## src/rtl/mux2_rr_arbiter.sv

```systemverilog
// Round-robin packet arbiter that owns the select of a 2:1 data mux.
// The grant is held until a packet's last beat, or revoked after TIMEOUT idle cycles.
module mux2_rr_arbiter #(
  parameter int DATA_W  = 8,
  parameter int TIMEOUT = 15
) (
  input  logic              clk,
  input  logic              rst_n,
  input  logic              req0,
  input  logic [DATA_W-1:0] data0,
  input  logic              last0,
  output logic              gnt0,
  input  logic              req1,
  input  logic [DATA_W-1:0] data1,
  input  logic              last1,
  output logic              gnt1,
  output logic              out_valid,
  output logic [DATA_W-1:0] out_data,
  output logic              out_last,
  input  logic              out_ready,
  output logic              sel,
  output logic              err_timeout
);

  typedef enum logic [1:0] {IDLE, GNT0, GNT1} state_t;

  localparam logic [7:0] TLIM = 8'(TIMEOUT);

  state_t     state, state_nxt;
  logic       last_served, last_served_nxt;
  logic [7:0] tcnt, tcnt_nxt;
  logic       err_nxt;
  logic       cur_req, other_req, transfer;

  function automatic logic [7:0] sat_inc(input logic [7:0] v);
    return (v == 8'hFF) ? v : v + 8'd1;
  endfunction

  assign sel       = (state == GNT1);
  assign cur_req   = sel ? req1 : req0;
  assign other_req = sel ? req0 : req1;
  assign out_valid = (state != IDLE) & cur_req;
  assign out_data  = sel ? data1 : data0;
  assign out_last  = sel ? last1 : last0;
  assign transfer  = out_valid & out_ready;
  assign gnt0      = (state == GNT0) & req0 & out_ready;
  assign gnt1      = (state == GNT1) & req1 & out_ready;

  always_comb begin
    state_nxt       = state;
    last_served_nxt = last_served;
    tcnt_nxt        = tcnt;
    err_nxt         = 1'b0;
    case (state)
      IDLE: begin
        tcnt_nxt = 8'd0;
        if (req0 && req1) state_nxt = last_served ? GNT0 : GNT1;
        else if (req0)    state_nxt = GNT0;
        else if (req1)    state_nxt = GNT1;
      end
      GNT0, GNT1: begin
        if (transfer) begin
          tcnt_nxt = 8'd0;
          // On the last beat hand over to a waiting peer; otherwise keep the grant.
          if (out_last) begin
            last_served_nxt = sel;
            if (other_req) state_nxt = sel ? GNT0 : GNT1;
          end
        end else if (cur_req) begin
          tcnt_nxt = 8'd0;
        end else begin
          tcnt_nxt = sat_inc(tcnt);
          if (sat_inc(tcnt) >= TLIM) begin
            err_nxt         = 1'b1;
            last_served_nxt = sel;
            state_nxt       = IDLE;
            tcnt_nxt        = 8'd0;
          end
        end
      end
      default: state_nxt = IDLE;
    endcase
  end

  always_ff @(posedge clk or negedge rst_n) begin
    if (!rst_n) begin
      state       <= IDLE;
      last_served <= 1'b1;
      tcnt        <= 8'd0;
      err_timeout <= 1'b0;
    end else begin
      state       <= state_nxt;
      last_served <= last_served_nxt;
      tcnt        <= tcnt_nxt;
      err_timeout <= err_nxt;
    end
  end

endmodule

```

## config.mk

```make
export PLATFORM = sky130hd
export DESIGN_NAME = mux2_rr_arbiter
export DESIGN_NICKNAME = d
export VERILOG_FILES = /design/src/rtl/mux2_rr_arbiter.sv
export SDC_FILE = /design/constraint.sdc
export NUM_CORES = 1
export LEC_CHECK = 0
export CAP_MARGIN = 25
export CORE_UTILIZATION = 40
export CTS_CLUSTER_SIZE = 24
export DETAILED_ROUTE_END_ITERATION = 16
export GPL_TIMING_DRIVEN = 0
export PLACE_DENSITY = 0.74
export REMOVE_ABC_BUFFERS = 1
export SETUP_SLACK_MARGIN = 0.2
export SLEW_MARGIN = 15
export SYNTH_ARGS = -nofsm -noshare
export SYNTH_HDL_FRONTEND = slang
export SYNTH_SLANG_ARGS = --single-unit
```

## constraint.sdc

```tcl
create_clock -name clk -period 4.1 [get_ports clk]
set_input_delay 0.615 -clock clk [delete_from_list [all_inputs] [get_ports clk]]
set_output_delay 0.615 -clock clk [all_outputs]
set_load 0.03 [all_outputs]
```

==> Yosys cells after proc, flatten, opt, wreduce, memory -nomap -nowiden <==
Cells that the tools add are included.
Widths: inputs -> output; s select.
{ "totals": {"register_bits": 12, "inputBits": 23, "output_inout_bits": 14, "wordCells": 58} }
{ "classes": {"add_sub_neg": 1, "magnitude_cmp": 1, "eq_ne": 10, "muxes": 28, "bitwise_logic": 6, "n_reduce_logical": 8} }
{ "op_table": {"columns": ["cell", "n"], "rows": [
  ["$mux 8", 5],
  ["$mux 2", 10],
  ["$pmux 8 s2", 1],
  ["$ne 3x3->1 const B", 4],
  ["$mux 1", 11],
  ["$add 8x1->8 const B", 1],
  ["$eq 8x8->1 const B", 1],
  ["$ge 8x4->1 const B", 1],
  ["$and 1x1->1", 6],
  ["$reduce_bool 2->1", 3],
  ["$reduce_and 5->1", 1],
  ["$ne 4x4->1 const B", 1],
  ["$pmux 2 s2", 1],
  ["$reduce_and 4->1", 1],
  ["$eq 2x1->1 const B", 1],
  ["$eq 2x2->1 const B", 1],
  ["$logic_not 2->1", 1],
  ["$ne 2x1->1 const B", 1],
  ["$ne 2x2->1 const B", 1],
  ["$reduce_or 2->1", 1],
  ["$logic_and 1x1->1", 1]
]} }

==> Longest topological paths before layout <==
Gate-level depths: netlist (run 1).
{ "logic_depth": {"word_depth": 7, "depth_mapped": 8, "depth_no_buf": 7} }

==> Worst setup path after synthesis (run 1) <==
OpenSTA, ideal clock, no wires.
{ "synth_path": {"path_type": "flip-flop to output port", "start": "reg state[0]", "end": "out out_data[0]", "t_arrival_ns": 1.788, "required_ns": 3.485, "path_slack_ns": 1.697, "path_stages_with_launch": 6, "n_path_buf": 2, "path_cell_list": "dfrtp_1 inv_1 ha_1 buf_2 clkbuf_1 mux2_2"} }
{ "synth_via": {"elab_chain_len": 2} }
{ "synth_lines": {"columns": ["element", "line", "rtl"], "rows": [
  ["start: declaration", "29", "state_t state, state_nxt;"],
  ["start signal: assignment", "92", "state <= state_nxt;"],
  ["$eq 2x2->1", "39", "assign sel = (state == GNT1);"],
  ["named net sel", "21", "output logic sel,"],
  ["$mux 8", "43", "assign out_data = sel ? data1 : data0;"],
  ["end: declaration", "18", "output logic [DATA_W-1:0] out_data,"]
]} }
The timed path passes the listed nets, and every way through them passes these cells.

==> Worst setup path after layout (run 1) <==
{ "layout_path": {"start": "reg state[0]", "end": "out out_valid"} }
{ "layout_via": {"elab_chain_len": 3, "elab_cells_between_ends": 4, "cone_classes": "eq/ne: 1; mux: 1; bitwise: 1; reduce/logical: 1"} }
{ "layout_lines": {"columns": ["element", "line", "rtl"], "rows": [
  ["$eq 2x2->1", "39", null],
  ["$mux 1", "40", "assign cur_req = sel ? req1 : req0;"],
  ["$and 1x1->1 (*)", "42", "assign out_valid = (state != IDLE) & cur_req;"],
  ["end: declaration", "17", "output logic out_valid,"]
]} }
Every way passes the cells marked *; elsewhere a longest branch is shown, timed or not.

==> results of run 1 <==
-- through the flow --
stage                     cell area, um2  total power, mW  cells  hold slack, ns
final                               1310            0.661    159           0.537
after global routing                1310            0.706    159           0.566
after CTS                           1310            0.666    159           0.540
after detailed placement            1270            0.573    155           0.519
after global placement              1270            0.565    155           0.514
after floorplan                      876            0.437     92           0.319
-- power groups by stage --
stage | sequential, mW | combinational (mW) | clock (mW)
after floorplan | 0.155 | 0.281 | 0
after global placement | 0.158 | 0.406 | 0
after detailed placement | 0.159 | 0.414 | 0
after CTS | 0.157 | 0.415 | 0.0945
after global routing | 0.159 | 0.447 | 0.0996
final | 0.157 | 0.413 | 0.0918
-- synth_stat cells --
| library cell | number | area share [%] |
|---|---|---|
| a21boi_1 | 1 | 0.84 |
| a21o_1 | 1 | 0.84 |
| a21oi_1 | 5 | 2.8 |
| a22oi_1 | 1 | 0.84 |
| a31oi_1 | 2 | 1.4 |
| a41oi_1 | 1 | 0.98 |
| and2_1 | 5 | 3.5 |
| and3_1 | 2 | 1.4 |
| and4b_1 | 1 | 1.1 |
| buf_2 | 2 | 1.1 |
| clkbuf_1 | 3 | 1.3 |
| dfrtp_1 | 11 | 31 |
| dfstp_2 | 1 | 2.9 |
| ha_1 | 5 | 7.0 |
| inv_1 | 3 | 1.3 |
| mux2_1 | 2 | 2.5 |
| mux2_2 | 9 | 11 |
| mux2i_1 | 1 | 1.1 |
| nand2_1 | 10 | 4.2 |
| nand2b_1 | 3 | 2.1 |
| nand3_1 | 1 | 0.56 |
| nand4_1 | 3 | 2.1 |
| nand4b_1 | 1 | 0.98 |
| nor2_1 | 5 | 2.1 |
| nor2b_1 | 2 | 1.4 |
| nor3_1 | 2 | 1.1 |
| nor3_2 | 1 | 1.1 |
| nor3b_1 | 1 | 0.84 |
| nor4_2 | 1 | 1.4 |
| o2111ai_1 | 2 | 2.0 |
| o21ai_0 | 1 | 0.56 |
| o21ai_1 | 3 | 1.7 |
| o22ai_1 | 1 | 0.70 |
| o311ai_2 | 1 | 1.8 |
| o31a_1 | 1 | 0.98 |
| or3_1 | 1 | 0.70 |
| xnor2_1 | 1 | 0.98 |
-- sequential cells by signal, summed over array words and instances (netlist names) --
signal / flops
state: 2
last_served: 1
err_timeout: 1
tcnt: 8
-- area by class of cell --
type	instances	area share, %
Inverter	3	0.862
Sequential cell	12	23.1
Multi-Input combinational cell	77	43.1
Clock buffer	4	2.78
Timing Repair Buffer	36	27.6
Tap cell	27	2.59
-- worst register-to-register path: stages, from the launching register on --
cell,delay (ns)
dfrtp_1,0.41
inv_1,0.10
ha_1,0.56
mux2i_1,0.42
nand2_1,0.09
o31a_1,0.30
a21oi_1,0.15
mux2_1,0.33
-- cells by family (layout without fill, tap and decap cells) --
| family | Yosys count | count (layout) | share of synthesized area [%] |
|---|---|---|---|
| adder cells (fa/ha/maj) | 5 | 5 | 6.97 |
| XOR/XNOR | 1 | 1 | 0.976 |
| buffers and inverters | 8 | 43 | 3.63 |
| multiplexers | 12 | 12 | 14.9 |
| AO/OA/AOI/OAI | 20 | 20 | 15.3 |
| AND/OR/NAND/NOR | 39 | 39 | 24.5 |
| flip-flops | 12 | 12 | 33.6 |
-- routing by layer --
metal	up-vias	wire length (um)	GRT usage, %
met5	-	0	0
met4	0	4	2.94
met3	2	257	7.48
met2	58	1010	34.7
met1	382	825	20.0
li1	424	-	-
-- worst paths after layout --
| check | start | end | slack, ns | depth (start not counted) |
|---|---|---|---|---|
| max in group asynchronous | rst_n | last_served | 3.05 | 1 |
| max reg2reg | state[0] | state[0] | 1.63 | 7 |
| min | tcnt[7] | tcnt[7] | 0.54 | 1 |
| max | state[0] | out_valid | 1.05 | 5 |
| min in group asynchronous | rst_n | tcnt[2] | 0.68 | 1 |
| min reg2reg | tcnt[7] | tcnt[7] | 0.54 | 1 |
==> qor.csv, run 1 <==
stage,metric,value,unit
drt,drt.antenna.violating_nets,0,
floorplan,die_area,2440,um2
worst_setup_path,cpPeakStageDelay,0.60,ns
clock_network,cts_tree,built,
power,ir_drop,0.000372,V
worst_setup_path,worstSetupPathType,reg2out,
grt,grt_pass1_vias,846,
clock_network,cts_buffer_depth,2,
placed_design,dp_hpwl,1710,um
floorplan,rows,16,
sta,setup_tns,0,ns
clock_network,clkSinkCount,12,
logic_synthesis,synth_seq_cells,12,
layout,seqCellArea,302,um2
layout,area_delta_synth_final,45.6,%
worst_setup_path,worst_setup_path_start_kind,flop,
layout,final_nets,161,
drt,drt_iter0_markers,23,
logic_synthesis,syn_avg_cell_area,9.25,um2
logic_synthesis,ys_warn_count,0,
placed_design,gp_congestion,0.820,
floorplan,initial_core_util,43.9,%
worst_setup_path,worstPathMaxFanout,16,
clock_network,clk_latency,0.27,ns
power,p_per_area,506,nW/um2
layout,layout_common_cells,"36 x clkdlybuf4s50_1, 11 x dfrtp_1, 10 x nand2_1, 9 x mux2_2",
floorplan,core_area,2040,um2
logic_synthesis,syn-cell-area,897,um2
layout,multi_input_area,563,um2
placed_design,dp_slack,1.24,ns
worst_setup_path,worstPathArrival,2.43,ns
job,drv_cap,0,
power,switching_power,280,uW
status,status,finished clean,
sta,finalSetupViolations,0,
sta,slew_headroom,58.2,%
clock_network,cts_root_buffer,clkbuf_4,
worst_hold_path,hold_class,reg2reg,
grt,grt_pass1_wl,3520,um
clock_network,ctsHtreeMaxLevel,1,
power,p_leak,0.533,nW
drt,firstDrtPassIters,5,
clock_network,cts_resized,0,
sta,finalCriticalPeriod,3.05,ns
sta,finalHoldViolCount,0,
power,p_int,381,uW
worst_setup_path,required,3.48,ns
sta,rsz0062_at_grt,no,
worst_setup_path,path_cells,"inv_1, ha_1, mux2i_1, nor2_1, clkdlybuf4s50_1",
logic_synthesis,yosysSeqAreaShare,33.6,%
sta,tightestPinTransition,0.627,ns
layout,final_core_utilization,64.0,%
drt,vias_per_cell,5.45,
sta,finClkSkew,0.00814,ns
layout,drive_above_1_share,12.9,%
logic_synthesis,synth_cell_types,37,
sta,maxSlewViolCount,0,
drt,drt_wl_total,2100,um
drt,route.detailed.drc,0,
clock_network,clk_transition_reported_paths,0.07,ns
power,p_comb_share,62.4,%
power,pwr-share-clk,13.9,%
floorplan,die_height,49.4,um
worst_setup_path,cp_slowest_cell,clkdlybuf4s50_1,
grt,gr-total-overflow,0,
drt,vias,866,
power,swShare,42.4,%
sta,fmax,328,MHz
layout,n_antenna_cell,0,
clock_network,cts_buffers,3,
worst_setup_path,critical_path_buf_inv_count,2,
floorplan,die_w,49.4,um
power,p_seq_share,23.7,%
logic_synthesis,syn_inst,97,
layout,layout_commonest_cell,clkdlybuf4s50_1,
grt,grt_usage,18.7,%
worst_setup_path,end_kind,primary output,
grt,grt_max_degree,17,
floorplan,ios,37,
worst_setup_path,cp_top_family,buffers and inverters,
clock_network,post_cts_buffers,0,
grt,grt_antenna_before_repair,0,
drt,wl_per_cell,13.2,um
clock_network,cts_hold_buf,0,
sta,setup_slack,1.05,ns
sta,period_share,74.4,%
layout,fill_cells,184,
placed_design,io_buffer_count,36,
No activity file was read; power rests on OpenSTA's default activity.
==> inputs of run 2 (changes only) <==
==> constraint.sdc (replaced) <==
create_clock -name clk -period 2.9 [get_ports clk]
set_input_delay 0.435 -clock clk [delete_from_list [all_inputs] [get_ports clk]]
set_output_delay 0.435 -clock clk [all_outputs]
set_load 0.03 [all_outputs]
==> qor.csv, run 2 (synthesis gave the netlist of run 1 again) <==
stage,metric,value,unit,change
sta,maxSlewViolCount,0,,unchanged
power,pwr-share-clk,13.6,%,-0.3 points
layout,final_core_utilization,64.8,%,+0.80 points
power,switching_power,403,uW,+44%
grt,grt_max_degree,17,,unchanged
drt,vias_per_cell,5.50,,+0.92%
worst_setup_path,end_kind,primary output,,
sta,finClkSkew,0.00870,ns,+0.000567 ns
sta,tightestPinTransition,0.519,ns,-0.108 ns
floorplan,die_w,49.4,um,unchanged
layout,top_regs,"tcnt x8, state x2",,
worst_setup_path,required,2.47,ns,-1.01 ns
power,swShare,42.2,%,-0.23 points
sta,fmax,396,MHz,
drt,firstDrtPassIters,4,,-1
sta,finalSetupViolations,0,,unchanged
clock_network,cts_tree,built,,
drt,drt_iter0_markers,25,,+8.7%
worst_setup_path,worstSetupPathType,reg2out,,
grt,grt_usage,18.6,%,-0.13 points
sta,finalHoldViolCount,0,,unchanged
placed_design,io_buffer_count,36,,unchanged
worst_setup_path,worstRegToRegCells,7,,unchanged
clock_network,clk_latency,0.27,ns,about the same
sta,period_share,87.0,%,
drt,route.detailed.drc,0,,unchanged
worst_hold_path,hold_class,in2async,,
clock_network,cts_buffer_depth,2,,unchanged
layout,regMostFlops,tcnt,,
worst_setup_path,worstPathMaxFanout,16,,unchanged
floorplan,initial_core_util,43.9,%,unchanged
floorplan,ios,37,,unchanged
floorplan,die_height,49.4,um,unchanged
grt,gr-total-overflow,0,,unchanged
layout,drive_above_1_share,14.4,%,+1.5 points
layout,final_nets,161,,unchanged
clock_network,cts_root_buffer,clkbuf_4,,
drt,drt_wl_total,2100,um,+0.38%
grt,grt_pass1_vias,844,,-0.24%
layout,layout_common_cells,"36 x clkdlybuf4s50_1, 11 x dfrtp_1, 10 x nand2_1, 9 x mux2_2",,
drt,vias,874,,+0.92%
layout,largest_register_ffs,8,,unchanged
clock_network,cts_buffers,3,,unchanged
placed_design,dp_hpwl,1710,um,unchanged
sta,finalHoldWorstSlack,0.500,ns,-0.0365 ns
worst_setup_path,worst_setup_path_start_kind,flop,,
power,p_leak,0.533,nW,+0.13%
floorplan,die_area,2440,um2,unchanged
power,ir_drop,0.000569,V,+53%
layout,area_delta_synth_final,47.4,%,
sta,rsz0062_at_grt,no,,
clock_network,clk_transition_reported_paths,0.08,ns,about the same
status,status,finished clean,,
sta,setup_tns,0,ns,unchanged
clock_network,post_cts_buffers,0,,unchanged
sta,finalCriticalPeriod,2.52,ns,
power,p_comb_share,63.0,%,+0.6 points
clock_network,ctsHtreeMaxLevel,1,,unchanged
job,drv_cap,0,,unchanged
sta,slew_headroom,65.3,%,+7.1 points
power,p_int,553,uW,+45%
layout,n_antenna_cell,0,,unchanged
floorplan,core_area,2040,um2,unchanged
drt,wl_per_cell,13.2,um,+0.38%
layout,final_cells,159,,unchanged
clock_network,clkSinkCount,12,,unchanged
power,p_seq_share,23.4,%,-0.3 points
layout,layout_commonest_cell,clkdlybuf4s50_1,,
placed_design,dp.cells,155,,unchanged
grt,grt_pass1_wl,3500,um,-0.60%
grt,grt_antenna_before_repair,0,,unchanged
floorplan,rows,16,,unchanged
power,p_per_area,723,nW/um2,+43%
drt,drt.antenna.violating_nets,0,,unchanged
worst_setup_path,worstPathArrival,2.09,ns,-0.34 ns
placed_design,gp_congestion,0.820,,unchanged
## run 2: cell counts in the layout (fill, tap and decap cells not counted)
Identical to the previous run, type by type.
## run 2: final timing paths
path / end / slack (ns) / startpoint
min in group clk: tcnt[7] / 0.54 / tcnt[7]
worst min register to register: tcnt[7] / 0.54 / tcnt[7]
worst min-delay path: tcnt[2] / 0.50 / rst_n
worst max-delay path: out_valid / 0.38 / state[0]
worst max register to register: state[0] / 0.77 / state[0]
max in group asynchronous: last_served / 2.03 / rst_n
## run 2: per-stage QoR
| step | total power [mW] | instance area, um2 | setup slack [ns] |
|---|---|---|---|
| floorplan | 0.617 | 876 | 0.438 |
| global placement | 0.798 | 1270 | 0.347 |
| detailed placement | 0.810 | 1270 | 0.293 |
| CTS | 0.957 | 1320 | 0.313 |
| global route | 1.02 | 1320 | 0.252 |
| finish | 0.956 | 1320 | 0.377 |
## run 2: worst max-delay path, cell delays in order (launching register included)
cell and delay, ns:
dfrtp_1 0.41, inv_1 0.13, ha_4 0.27, mux2i_2 0.33
nor2_1 0.08, clkdlybuf4s50_1 0.60
## run 2: power groups by stage
stage / combinational (mW) / sequential, mW / clock, mW
CTS: 0.599 / 0.224 / 0.134
finish: 0.602 / 0.224 / 0.130
detailed placement: 0.585 / 0.225 / 0
floorplan: 0.398 / 0.219 / 0
global route: 0.649 / 0.228 / 0.141
global placement: 0.574 / 0.224 / 0
## run 2: layer usage
| metal | global-route usage [%] | part of all wire [%] | vias to the layer above | routed length [um] |
|---|---|---|---|---|
| li1 | - | - | 425 | - |
| met1 | 19.8 | 39 | 395 | 818 |
| met2 | 34.0 | 49 | 52 | 1030 |
| met3 | 7.79 | 12 | 2 | 254 |
| met4 | 3.43 | 0.19 | 0 | 4 |
| met5 | 0 | 0 | - | 0 |
## run 2: layout make-up
cell class / instances / area (um2)
clock buffers: 4 / 36.3
multi-input cells: 77 / 579
well taps: 27 / 33.8
repair buffers: 36 / 360
fillers: 180 / 719
flip-flops and latches: 12 / 302
inverters: 3 / 11.3
## run 2: what timing repair did
item | in CTS | in global routing
hold buffers | 0 | 0
resized for setup | 2 | 1
endpoints found under the setup margin | 11 | 1
==> inputs of run 3 (changes only) <==
--- a/config.mk
+++ b/config.mk
@@ -10,6 +10,7 @@
 export CTS_CLUSTER_SIZE = 24
 export DETAILED_ROUTE_END_ITERATION = 16
 export GPL_TIMING_DRIVEN = 0
+export HOLD_SLACK_MARGIN = 0.1
 export PLACE_DENSITY = 0.74
 export REMOVE_ABC_BUFFERS = 1
 export SETUP_SLACK_MARGIN = 0.2
==> results of run 3 <==
No change in the layout: final DEF, timing and power equal those of run 2.
